<file path="src/rtl/chocorrol_pkg.sv">
`default_nettype none
// ============================================================================
//  Module      : chocorrol_pkg
//  Description : Instruction word field layout, MC codes and the issue
//                FSM state type shared by the instruction sequencer.
//  Revision    : 1.0 - initial release
// ============================================================================
package chocorrol_pkg;

    // Instruction word: MC[19:18] OP1[17:13] ALUC[12:10] OP2[9:5] MB[4:0]
    localparam int c_instr_w   = 20;
    localparam int c_mc_msb    = 19;
    localparam int c_mc_lsb    = 18;
    localparam int c_op1_msb   = 17;
    localparam int c_op1_lsb   = 13;
    localparam int c_aluc_msb  = 12;
    localparam int c_aluc_lsb  = 10;
    localparam int c_op2_msb   = 9;
    localparam int c_op2_lsb   = 5;
    localparam int c_mb_msb    = 4;
    localparam int c_mb_lsb    = 0;

    localparam int c_dato_w    = 32;
    localparam int c_cont_w    = 16;

    // Memory-control codes carried in MC
    localparam logic [1:0] c_mc_nop       = 2'b00;
    localparam logic [1:0] c_mc_escribe_a = 2'b01;
    localparam logic [1:0] c_mc_escribe_b = 2'b10;
    localparam logic [1:0] c_mc_reservado = 2'b11;

    // Issue FSM states
    typedef enum logic [1:0] {
        IDLE    = 2'd0,
        EMITE   = 2'd1,
        CAPTURA = 2'd2,
        ENTREGA = 2'd3
    } estado_t;

    // Extract the MC field of an instruction word
    function automatic logic [1:0] get_mc(input logic [c_instr_w-1:0] w);
        return w[c_mc_msb:c_mc_lsb];
    endfunction

endpackage
`default_nettype wire

</file>
<file path="src/rtl/fifo_instr.sv">
`default_nettype none
// ============================================================================
//  Module      : fifo_instr
//  Description : Synchronous instruction FIFO, power-of-two depth, head word
//                visible combinationally. Pushes while full are ignored.
//  Revision    : 1.0 - initial release
// ============================================================================
module fifo_instr #(
    parameter int PROF  = 8,
    parameter int ANCHO = 20
) (
    input  logic             clk,
    input  logic             rst,
    input  logic             i_push,
    input  logic [ANCHO-1:0] i_dato,
    input  logic             i_pop,
    output logic [ANCHO-1:0] o_dato,
    output logic             o_full,
    output logic             o_empty
);

    localparam int c_ptr_w = $clog2(PROF);
    localparam logic [c_ptr_w:0] c_lleno = (c_ptr_w + 1)'(PROF);

    logic [ANCHO-1:0]   r_mem [PROF];
    logic [c_ptr_w-1:0] r_wr;
    logic [c_ptr_w-1:0] r_rd;
    logic [c_ptr_w:0]   r_count;

    logic w_push;
    logic w_pop;

    // A full FIFO never accepts a word, even when it is being popped
    assign w_push  = i_push && !o_full;
    assign w_pop   = i_pop && !o_empty;
    assign o_full  = (r_count == c_lleno);
    assign o_empty = (r_count == '0);
    assign o_dato  = r_mem[r_rd];

    // Storage array, written only on an accepted push
    always_ff @(posedge clk) begin
        if (w_push) begin
            r_mem[r_wr] <= i_dato;
        end
    end

    // Pointers wrap naturally modulo PROF; occupancy tracked separately
    always_ff @(posedge clk) begin
        if (rst) begin
            r_wr    <= '0;
            r_rd    <= '0;
            r_count <= '0;
        end else begin
            if (w_push) begin
                r_wr <= r_wr + 1'b1;
            end
            if (w_pop) begin
                r_rd <= r_rd + 1'b1;
            end
            case ({w_push, w_pop})
                2'b10:   r_count <= r_count + 1'b1;
                2'b01:   r_count <= r_count - 1'b1;
                default: r_count <= r_count;
            endcase
        end
    end

endmodule
`default_nettype wire

</file>
<file path="src/rtl/secuenciador_instr.sv">
`default_nettype none
// ============================================================================
//  Module      : secuenciador_instr
//  Description : Buffers host instruction words, issues them one at a time
//                to the datapath core, discards reserved words, and captures
//                the core read data of memory-B stores for the host.
//  Revision    : 1.0 - initial release
// ============================================================================
module secuenciador_instr
    import chocorrol_pkg::*;
#(
    parameter int PROF = 8
) (
    input  logic                 CLK,
    input  logic                 RST,
    input  logic                 IN_VALID,
    input  logic [c_instr_w-1:0] IN_INSTR,
    output logic                 IN_READY,
    output logic [c_instr_w-1:0] INSTRUCCION,
    output logic                 EMITIDA,
    input  logic [c_dato_w-1:0]  RESULTADO,
    output logic                 OUT_VALID,
    output logic [c_dato_w-1:0]  OUT_DATO,
    input  logic                 OUT_READY,
    output logic                 ERR_MC,
    output logic [c_cont_w-1:0]  CONTADOR
);

    estado_t              r_estado;
    estado_t              w_estado_sig;

    logic [c_instr_w-1:0] r_instr;
    logic                 r_emitida;
    logic                 r_err;
    logic                 r_out_valid;
    logic [c_dato_w-1:0]  r_out_dato;
    logic [c_cont_w-1:0]  r_contador;

    logic [c_instr_w-1:0] w_cabeza;
    logic                 w_full;
    logic                 w_empty;
    logic                 w_pop;
    logic                 w_emite;
    logic                 w_err;

    fifo_instr #(
        .PROF  (PROF),
        .ANCHO (c_instr_w)
    ) u_fifo (
        .clk     (CLK),
        .rst     (RST),
        .i_push  (IN_VALID),
        .i_dato  (IN_INSTR),
        .i_pop   (w_pop),
        .o_dato  (w_cabeza),
        .o_full  (w_full),
        .o_empty (w_empty)
    );

    assign IN_READY    = !w_full;
    assign INSTRUCCION = r_instr;
    assign EMITIDA     = r_emitida;
    assign OUT_VALID   = r_out_valid;
    assign OUT_DATO    = r_out_dato;
    assign ERR_MC      = r_err;
    assign CONTADOR    = r_contador;

    // FSM state register
    always_ff @(posedge CLK) begin
        if (RST) begin
            r_estado <= IDLE;
        end else begin
            r_estado <= w_estado_sig;
        end
    end

    // Next state, FIFO pop and issue/discard decisions
    always_comb begin
        w_estado_sig = r_estado;
        w_pop        = 1'b0;
        w_emite      = 1'b0;
        w_err        = 1'b0;
        case (r_estado)
            IDLE: begin
                if (!w_empty) begin
                    w_pop = 1'b1;
                    if (get_mc(w_cabeza) == c_mc_reservado) begin
                        w_err = 1'b1;
                    end else begin
                        w_emite      = 1'b1;
                        w_estado_sig = EMITE;
                    end
                end
            end
            EMITE: begin
                // Only memory-B stores return data worth capturing
                if (get_mc(r_instr) == c_mc_escribe_b) begin
                    w_estado_sig = CAPTURA;
                end else begin
                    w_estado_sig = IDLE;
                end
            end
            CAPTURA: begin
                w_estado_sig = ENTREGA;
            end
            ENTREGA: begin
                if (OUT_READY) begin
                    w_estado_sig = IDLE;
                end
            end
            default: begin
                w_estado_sig = IDLE;
            end
        endcase
    end

    // Issue register: the core only ever sees a real word for a single cycle
    always_ff @(posedge CLK) begin
        if (RST) begin
            r_instr   <= '0;
            r_emitida <= 1'b0;
            r_err     <= 1'b0;
        end else begin
            r_err <= w_err;
            if (w_emite) begin
                r_instr   <= w_cabeza;
                r_emitida <= 1'b1;
            end else begin
                r_instr   <= '0;
                r_emitida <= 1'b0;
            end
        end
    end

    // Issue counter, wraps naturally at its width
    always_ff @(posedge CLK) begin
        if (RST) begin
            r_contador <= '0;
        end else if (r_estado == EMITE) begin
            r_contador <= r_contador + 1'b1;
        end
    end

    // Capture core read data one cycle after issue and hold it for the host
    always_ff @(posedge CLK) begin
        if (RST) begin
            r_out_valid <= 1'b0;
            r_out_dato  <= '0;
        end else if (r_estado == CAPTURA) begin
            r_out_valid <= 1'b1;
            r_out_dato  <= RESULTADO;
        end else if ((r_estado == ENTREGA) && OUT_READY) begin
            r_out_valid <= 1'b0;
        end
    end

endmodule
`default_nettype wire

</file>
<file path="config.mk">
export PLATFORM = sky130hd
export DESIGN_NAME = secuenciador_instr
export DESIGN_NICKNAME = d
export VERILOG_FILES = /design/src/rtl/chocorrol_pkg.sv /design/src/rtl/fifo_instr.sv /design/src/rtl/secuenciador_instr.sv
export SDC_FILE = /design/constraint.sdc
export NUM_CORES = 1
export LEC_CHECK = 0
export BUFFER_PORTS_ARGS = -buffer_cell sky130_fd_sc_hd__buf_2
export CORE_MARGIN = 4
export CORE_UTILIZATION = 57
export CTS_CLUSTER_SIZE = 28
export DETAILED_ROUTE_END_ITERATION = 8
export MAX_ROUTING_LAYER = met4
export PLACE_DENSITY = 0.79
export SETUP_SLACK_MARGIN = 0.3
export SYNTH_ARGS = -nofsm -noshare
export SYNTH_HDL_FRONTEND = slang
export SYNTH_SLANG_ARGS = --single-unit
</file>
<file path="constraint.sdc">
create_clock -name CLK -period 7.8 [get_ports CLK]
set_input_delay 1.56 -clock CLK [delete_from_list [all_inputs] [get_ports CLK]]
set_output_delay 1.56 -clock CLK [all_outputs]
set_load 0.02 [all_outputs]
</file>
==> metrics.txt <==
Sw Share=26.6%; DIE AREA=roughly 18,000 um2; P_int=approximately 2400 uW; crit path cell chain=or4b_2, buf_2; ys async rst share=0%; fin crit share=roughly 43%; critical setup path kind=reg2out; layout net count=784; WP buf/inv=1; number of flops mapped to enable cells by yosys=160; P per Cell Area=a little over 300 nW/um2; CTS tree=built; final RePlAce weighted congestion=0.838; vias in the first global route=5,279; Rows=46; Clock Skews=0.0161 ns; Netlist cell types=37; Pins Over Slew Limit=0; Max VDD drop=roughly 210 uV; Worst-Skew Late Latency=0.52 ns; root buffer cell=clkbuf_16; flop2flop setup slack=4.94 ns; Port Buf Inserts=approximately 130; H-tree Lvls=1; Final Hold Fails=0; RSZ-0062 raised after global routing=no; Comb pwr share=18.9%; largest net degree at the start of global routing=67; first-pass GRT wire length=28,300 um; placed cell areas=9980 um2; Multi-input gate area=2480 um2; total congestion overflow=0; Worst Path Arrival=1.83 ns; drt drc=0; hold path startpoint=OUT_DATO[31]; leakage dissipation=0.00383 uW; Setup TNS=0 ns; Seq/Total Area, Yosys=71.5%; synthesized area per cell=15.4 um2; clock sink count=246; Core Area=15,800 um2; CTS clk-pin slew, worst paths=0.06 ns; fill count=between 1,000 and 1,500; sequential share of power=48.0%; io pins=128; syn nets=656; Slew @ Worst Pin=1.22 ns; die height=135 um; f_max=about 290 MHz; RR Startpoint=u_fifo.r_count[1]; # setup viols final=0; Syn Std Cell Area=9130 um2; required time of the critical path=6.24 ns; vias per cell=5.57; normalized max-slew margin=a little under a fifth; Num CTS Buffers=24; status=finished clean; Starting Density=57.9%; Worst path max stage delay=0.74 ns; worst hold margin=0.454 ns; share of cells above drive strength 1=30.3%; CP top delay family=simple AND/OR/NAND/NOR gates; post-CTS setup buffer count=0; Setup crit start kind=flop; switching power=882 uW; CP max-delay cell=or4b_2; maxcap violations=0; detailed-router iteration count before antenna repair=4; post-synthesis instance total=between 500 and 600; worst-path fanout max=8; hold bufs inserted after CTS=0; Post-DRT Antenna Nets=0; Post-synth top flop=edfxtp_1; Critical Path Start=u_fifo.r_count[1]; Die Width=135 um; post-CTS resize count=0; #FFs+latches synth=roughly 250; FF/Latch Area=6530 um2; area grow syn2layout=17.6%; Layout Cell Area excl Fill=10,700 um2; DRT iter0 DRCs=249; total global-route track usage=20.6%; crit path capture type=primary output; routed len/inst=around 19 um; initial antenna violation count=2; final wirelength=18,200 um; CTS max path bufs=3; post-layout min period=3.39 ns; clock power share=roughly 33%; Warnings, synthesis=0; Vias=5,340; Worst Hold Class=reg2reg; HPWL after DPL=11,100 um
==> Yosys cell counts, drive strengths merged (8+ instances only) <==
| library cell | number | share of area (%) |
|---|---|---|
| nand2 | 77 | 3.2 |
| nor4 | 8 | 0.55 |
| edfxtp | 160 | 53 |
| nor2 | 45 | 1.8 |
| dfxtp | 86 | 19 |
| mux4 | 40 | 9.9 |
| buf | 13 | 0.88 |
| mux2i | 23 | 2.5 |
| xnor2 | 9 | 0.86 |
| a21oi | 43 | 2.4 |
| clkbuf | 19 | 0.78 |
==> flip-flops by register name (all words and copies together) (netlist names), named ones only <==
register	flops
u_fifo.r_wr	3
EMITIDA	1
u_fifo.r_count	4
u_fifo.r_mem	160
u_fifo.r_rd	3
OUT_DATO	32
INSTRUCCION	20
CONTADOR	16
OUT_VALID	1
ERR_MC	1
r_estado	1
==> layer usage <==
layer,global-route usage (%),up-vias,share of wire [%]
li1,-,2461,-
met2,34.6,205,51
met3,3.39,35,7.1
met4,5.54,0,2.3
met1,26.5,2639,40
met5,-,-,0
==> cells in the final DEF (no fill, tap or decap), types with 6 or more instances in the layout <==
cell,n
xor2_1,7
clkinv_1,6
a21oi_1,43
dfxtp_1,84
mux2i_1,23
clkbuf_16,24
buf_4,7
nor4_1,7
ha_1,6
buf_2,127
o21ai_0,6
clkbuf_1,7
nand2_1,77
mux4_2,40
edfxtp_1,160
xnor2_1,9
nand3_1,6
nor2_1,42
==> final timing paths <==
check	to	depth (start not counted)
min reg2reg	OUT_DATO[31]	2
max	IN_READY	2
max reg2reg	u_fifo.r_count[2]	9
min	OUT_DATO[31]	2
==> logic make-up after synthesis <==
| kind of cell | count (synthesis) | share of synthesized area [%] |
|---|---|---|
| compound gates | 52 | 2.95 |
| xor+xnor | 16 | 1.53 |
| fa+ha+maj | 6 | 0.822 |
| buf+inv | 36 | 1.82 |
| flops | 246 | 71.5 |
| mux | 67 | 12.9 |
| simple gates | 171 | 8.55 |
==> power groups by stage <==
stage / sequential [uW] / combinational [uW] / clock, uW
floorplan: 1620 / 446 / 0
global placement: 1610 / 607 / 0
detailed placement: 1620 / 630 / 0
CTS: 1590 / 638 / 1120
global route: 1600 / 689 / 1180
finish: 1590 / 626 / 1100
==> worst reg2reg max path, delay by kind of cell, from the launching register on <==
kind | cells | cell delay, ns
adders and majority gates | 2 | 0.50
xor gates and xnor gates | 2 | 0.34
AOI/OAI and AO/OA | 2 | 0.19
and+or+nand+nor | 3 | 1.38
DFF | 1 | 0.38
==> metrics by stage <==
step           cells  total power [uW]  utilization (%)  worst slack (ns)
3_3_place_gp     912              2220             63.3              4.50
3_5_place_dp     912              2250             63.3              4.36
5_1_grt          958              3470             68.1              4.35
6_report         958              3320             68.1              4.41
2_1_floorplan    594              2060                -              3.66
4_1_cts          956              3360             68.1              4.39
==> area by class of cell <==
cell class	count	area share, %
multi-input combinational	312	23.1
inverter	4	0.140
clock inverter	12	1.08
antenna	2	0.0466
tap	216	2.52
timing repair buffer	134	6.41
sequential	246	60.8
clock buffer	32	5.96
Power figures use the tool's default switching activity.
